===== config.mk =====
export PLATFORM = sky130hd
export DESIGN_NAME = i2c_write_engine
export DESIGN_NICKNAME = d
export VERILOG_FILES = /design/src/rtl/i2c_write_engine.sv
export SDC_FILE = /design/constraint.sdc
export NUM_CORES = 1
export LEC_CHECK = 0
export CAP_MARGIN = 30
export CORE_MARGIN = 4
export CORE_UTILIZATION = 45
export CTS_CLUSTER_SIZE = 20
export DETAILED_ROUTE_END_ITERATION = 8
export PLACE_DENSITY = 0.69
export SYNTH_ARGS = -nofsm -noshare
export SYNTH_HDL_FRONTEND = slang
export SYNTH_SLANG_ARGS = --single-unit

===== constraint.sdc =====
create_clock -name i_clk -period 4.7 [get_ports i_clk]
set_clock_uncertainty 0.2 [all_clocks]
set_input_delay 0.94 -clock i_clk [delete_from_list [all_inputs] [get_ports i_clk]]
set_output_delay 0.94 -clock i_clk [all_outputs]
set_load 0.01 [all_outputs]

===== src/rtl/i2c_write_engine.sv =====
// Single 24-bit I2C write (START, three bytes each followed by an ACK slot, STOP) for the codec control bus.
// Pin outputs are registered from next-state values so SCL/SDA never glitch.
module i2c_write_engine #(
    parameter int unsigned CLK_DIV = 30
) (
    input  logic        i_clk,
    input  logic        i_rst,
    input  logic        i_start,
    input  logic [23:0] i_data,
    input  logic        i_sdat,
    output logic        o_sclk,
    output logic        o_sdat,
    output logic        o_oen,
    output logic        o_busy,
    output logic        o_finished,
    output logic        o_ack_err
);

    localparam int unsigned DIV_W = (CLK_DIV > 1) ? $clog2(CLK_DIV) : 1;
    localparam logic [DIV_W-1:0] DIV_LAST = DIV_W'(CLK_DIV - 1);

    typedef enum logic [2:0] {
        S_IDLE  = 3'd0,
        S_START = 3'd1,
        S_BIT   = 3'd2,
        S_ACK   = 3'd3,
        S_STOP  = 3'd4,
        S_DONE  = 3'd5
    } state_t;

    state_t           state, state_nxt;
    logic [DIV_W-1:0] div_cnt, div_nxt;
    logic [1:0]       q, q_nxt;
    logic [23:0]      shift, shift_nxt;
    logic [2:0]       bit_cnt, bit_nxt;
    logic [1:0]       byte_cnt, byte_nxt;
    logic             ack_err, ack_err_nxt;
    logic             tick;
    logic             sclk_d, sdat_d, oen_d, busy_d, fin_d;

    assign tick      = (div_cnt == DIV_LAST);
    assign o_ack_err = ack_err;

    // State, timebase, datapath and registered pin outputs
    always_ff @(posedge i_clk) begin
        if (i_rst) begin
            state      <= S_IDLE;
            div_cnt    <= '0;
            q          <= '0;
            shift      <= '0;
            bit_cnt    <= '0;
            byte_cnt   <= '0;
            ack_err    <= 1'b0;
            o_sclk     <= 1'b1;
            o_sdat     <= 1'b1;
            o_oen      <= 1'b1;
            o_busy     <= 1'b0;
            o_finished <= 1'b0;
        end else begin
            state      <= state_nxt;
            div_cnt    <= div_nxt;
            q          <= q_nxt;
            shift      <= shift_nxt;
            bit_cnt    <= bit_nxt;
            byte_cnt   <= byte_nxt;
            ack_err    <= ack_err_nxt;
            o_sclk     <= sclk_d;
            o_sdat     <= sdat_d;
            o_oen      <= oen_d;
            o_busy     <= busy_d;
            o_finished <= fin_d;
        end
    end

    // Next-state, quarter timebase and datapath updates
    always_comb begin
        state_nxt   = state;
        div_nxt     = div_cnt;
        q_nxt       = q;
        shift_nxt   = shift;
        bit_nxt     = bit_cnt;
        byte_nxt    = byte_cnt;
        ack_err_nxt = ack_err;

        if (state != S_IDLE && state != S_DONE) begin
            if (tick) begin
                div_nxt = '0;
                q_nxt   = q + 2'd1;
            end else begin
                div_nxt = div_cnt + DIV_W'(1);
            end
        end

        case (state)
            S_IDLE: begin
                if (i_start) begin
                    shift_nxt   = i_data;
                    ack_err_nxt = 1'b0;
                    bit_nxt     = '0;
                    byte_nxt    = '0;
                    state_nxt   = S_START;
                end
            end
            S_START: begin
                if (tick && q == 2'd1) state_nxt = S_BIT;
            end
            S_BIT: begin
                if (tick && q == 2'd3) begin
                    shift_nxt = {shift[22:0], 1'b0};
                    bit_nxt   = bit_cnt + 3'd1;
                    if (bit_cnt == 3'd7) state_nxt = S_ACK;
                end
            end
            S_ACK: begin
                // ack_err doubles as the sampled NACK for the decision one quarter later
                if (tick && q == 2'd2 && i_sdat) ack_err_nxt = 1'b1;
                if (tick && q == 2'd3) begin
                    if (ack_err || byte_cnt == 2'd2) begin
                        state_nxt = S_STOP;
                    end else begin
                        byte_nxt  = byte_cnt + 2'd1;
                        state_nxt = S_BIT;
                    end
                end
            end
            S_STOP: begin
                if (tick && q == 2'd3) state_nxt = S_DONE;
            end
            S_DONE:  state_nxt = S_IDLE;
            default: state_nxt = S_IDLE;
        endcase

        if (state_nxt != state) begin
            div_nxt = '0;
            q_nxt   = '0;
        end
    end

    // Pin values for the upcoming cycle, decoded from next-state values
    always_comb begin
        sclk_d = 1'b1;
        sdat_d = 1'b1;
        oen_d  = 1'b1;
        busy_d = 1'b1;
        fin_d  = 1'b0;
        case (state_nxt)
            S_IDLE:  busy_d = 1'b0;
            S_START: sdat_d = (q_nxt == 2'd0);
            S_BIT: begin
                sclk_d = q_nxt[1];
                sdat_d = shift_nxt[23];
            end
            S_ACK: begin
                sclk_d = q_nxt[1];
                oen_d  = 1'b0;
            end
            S_STOP: begin
                sclk_d = (q_nxt != 2'd0);
                sdat_d = q_nxt[1];
            end
            S_DONE:  fin_d = 1'b1;
            default: busy_d = 1'b0;
        endcase
    end

endmodule

==> results.cfg <==
[detailed_routing]
drt-pass1-iter-count = 4
via_count = 1842
via_per_inst = 5.70
ant_nets = 0
routed_wirelength_um = 4500
drcViolationCount = 0
wl_per_cell_um = 13.9
drt_iter0_markers = 202

[timing]
grt_setup_unrepaired = no
setup_viol = 0
fin_crit_ns = 2.93
relSlewSlack = 0.493
slew_violations = 0
min_period_over_period = 0.622
max_freq_mhz = 342
tightest_slew_ns = 0.758
hold_viol = 0
tns_ns = 0

[critical_path]
max_stage_delay_ns = 0.53
worstPathArrival_ns = 2.91
crit_slowest_cell = and3_1
cp.depth = 6
cp_num_buf_inv = 2
path_class = input pin to flop
worstPathCellList = clkdlybuf4s50_1 > and3_1 > nor2_2 > buf_4 > a211o_1 > a311o_1
cp_data_required_time_ns = 4.68
startpoint_type = input pin
critPathTopFamily = buffers and inverters
crit_path_max_fanout = 25
cp-end-kind = flop
ff2ff_path_depth = 8

[flow_run]
max_cap_viol_count = 0

[power]
combPwrFrac = 0.110
p_leak_nw = 0.898
p_int_w = 0.000542
clock_power_share = 0.323
power_density_nw_per_um2 = 279
ir_drop_uv = 189
power_w = 0.000712
netSwitchingFraction = 0.239
power_switching_w = 0.000170
pwr-share-seq = 0.567

[synth]
synth_ff_type = dfxtp_1
async_flop_share = 0
synthSimpleGateAreaFrac = 0.200
syn-cell-area_um2 = 2120
synth-warning-count = 0
synth_top_family_by_area = compound AO/OA/AOI/OAI gates
synth_top_cell_area_share = 0.426
synth_seq_cells = 45
ys_top_cells_by_area = dfxtp_1 43%, a21oi_1 8.3%, a22oi_1 7.8%, ha_1 4.7%, nand2_1 4.4%
synth_cell_types = 47
yosys.area_share.adder = 0.0473
ys_seq_area_frac = 0.426
syn_area_per_cell_um2 = 8.75
syn-num-nets = 278
syn-instance-count = 242
yosysTopAreaCell = dfxtp_1
synth.area.mux_share = 0.0142
synth_xor_area_frac = 0.0124
synth-edff-count = 0
synth_compound_area_frac = 0.249

[finish]
final_cells = 323
area_growth_pct = 20.6
diodes = 0
layout-drive-gt1-share = 0.0738
fin_area_um2 = 2550
final_nets = 306
multi_input_area_um2 = 1110
n_fill_cell = 406
register_area_um2 = 901

[global_route]
grt_max_degree = 31
grt_util_all_layers = 0.163
antenna_found_initial = 0
grt_pass1_wl_um = 7960
grt_pass1_vias = 1783
grt_overflow = 0

[die]
ios = 34
core-area_um2 = 4440
start_util = 0.476
die_area_um2 = 5870
rows = 24
die_w_um = 76.6
dieHeight_um = 76.6

[clocking]
post_cts_buffers = 0
cts_resized = 0
hold_buffers = 0
cts-htree-levels = 2
cts.root.buffer_cell = clkbuf_8
cts.sinks = 45
clkTransAtPathRegs_ns = 0.08
cts_buffer_depth = 2
clk_latency_ns = 0.29
cts_made_buffers = 5
cts_tree = done

[place]
dpl_cell_area_um2 = 2450
place_hpwl_um = 3110
routabilityCongestion = 0.868
portBuffers = 33
dp_cells = 314

[run_status]
outcome = complete, no violations

[hold_path]
hp-class = flop to flop
whs_path_depth = 2
[final cells by class]
cell class | count | share of cell area
clock buffer | 7 | 0.0299
clock inverter | 1 | 0.00294
inverter | 8 | 0.0118
multi-input combinational | 173 | 0.433
sequential | 45 | 0.353
tap | 52 | 0.0255
timing repair buffer | 37 | 0.144
[power by group through the flow]
stage	clock, W	combinational [W]	sequential, W
2_1_floorplan	0	0.0000445	0.000410
3_3_place_gp	0	0.0000767	0.000412
3_5_place_dp	0	0.0000766	0.000412
4_1_cts	0.000240	0.0000772	0.000403
5_1_grt	0.000254	0.0000871	0.000405
6_report	0.000230	0.0000782	0.000403
[final timing paths]
kind / slack [ns] / startpoint / to
setup / recovery: 1.77 / i_start / o_sdat
hold / removal: 0.26 / shift[15] / shift[15]
hold reg to reg: 0.26 / shift[15] / shift[15]
setup reg to reg: 2.07 / div_cnt[0] / o_sdat
[cell families after synthesis]
kind of cell | Yosys count
buf+inv | 24
mux | 3
simple gates | 80
flops | 45
compound gates | 79
fa+ha+maj | 8
xor+xnor | 3
[registers in the layout, indices dropped and copies added (netlist names)]
name and count:
div_cnt 5, o_ack_err 1, byte_cnt 2, o_finished 1, o_sdat 1, q 2
o_busy 1, o_sclk 1, shift 24, bit_cnt 3, o_oen 1, state 3
[tightest hold or removal path, stage by stage, from the launching register on]
cell and delay, ns:
dfxtp_1 0.31, nand2_1 0.05, a21oi_1 0.05
[placed cells by master, fill, tap and decap left out, drive strengths merged, types with 2 or more instances in the layout]
| cell type | synthesis | final |
|---|---|---|
| a21oi | 35 | 35 |
| nand4 | 4 | 4 |
| ha | 8 | 8 |
| dfxtp | 45 | 45 |
| a32oi | 2 | 2 |
| nand2 | 25 | 25 |
| nor2b | 2 | 2 |
| and3 | 2 | 2 |
| nor3 | 7 | 7 |
| a31oi | 2 | 2 |
| o21ai | 3 | 3 |
| a211oi | 2 | 2 |
| mux2i | 3 | 3 |
| buf | 10 | 4 |
| inv | 8 | 8 |
| xnor2 | 2 | 2 |
| clkbuf | 6 | 7 |
| a22oi | 22 | 22 |
| nand2b | 3 | 3 |
| nor2 | 21 | 21 |
| nand3 | 6 | 6 |
| nor3b | 3 | 3 |
| clkdlybuf4s50 | 0 | 33 |
| a211o | 2 | 2 |
[Yosys cell counts (all sizes together), types with 2 or more instances]
| cell | count |
|---|---|
| o21ai | 3 |
| nand4 | 4 |
| nor3b | 3 |
| nand3 | 6 |
| clkbuf | 6 |
| a211o | 2 |
| nor3 | 7 |
| nand2 | 25 |
| a32oi | 2 |
| nand2b | 3 |
| nor2 | 21 |
| a211oi | 2 |
| buf | 10 |
| a31oi | 2 |
| nor2b | 2 |
| mux2i | 3 |
| a21oi | 35 |
| and3 | 2 |
| ha | 8 |
| inv | 8 |
| dfxtp | 45 |
| a22oi | 22 |
| xnor2 | 2 |
[stage by stage]
step	util	hold WS, ns	setup slack [ns]
finish	0.575	0.256	1.77
global route	0.575	0.273	1.68
CTS	0.571	0.258	1.42
detailed placement	0.552	0.246	1.10
global placement	0.552	0.242	1.13
floorplan	-	0.236	2.40
[metal layers]
| metal | track usage | vias up | share of wire |
|---|---|---|---|
| met5 | 0 | - | 0 |
| met2 | 0.280 | 41 | 0.48 |
| li1 | - | 931 | - |
| met4 | 0.0453 | 0 | 0.0091 |
| met3 | 0.0414 | 4 | 0.036 |
| met1 | 0.200 | 866 | 0.48 |
(Power assumes the default switching activity.)
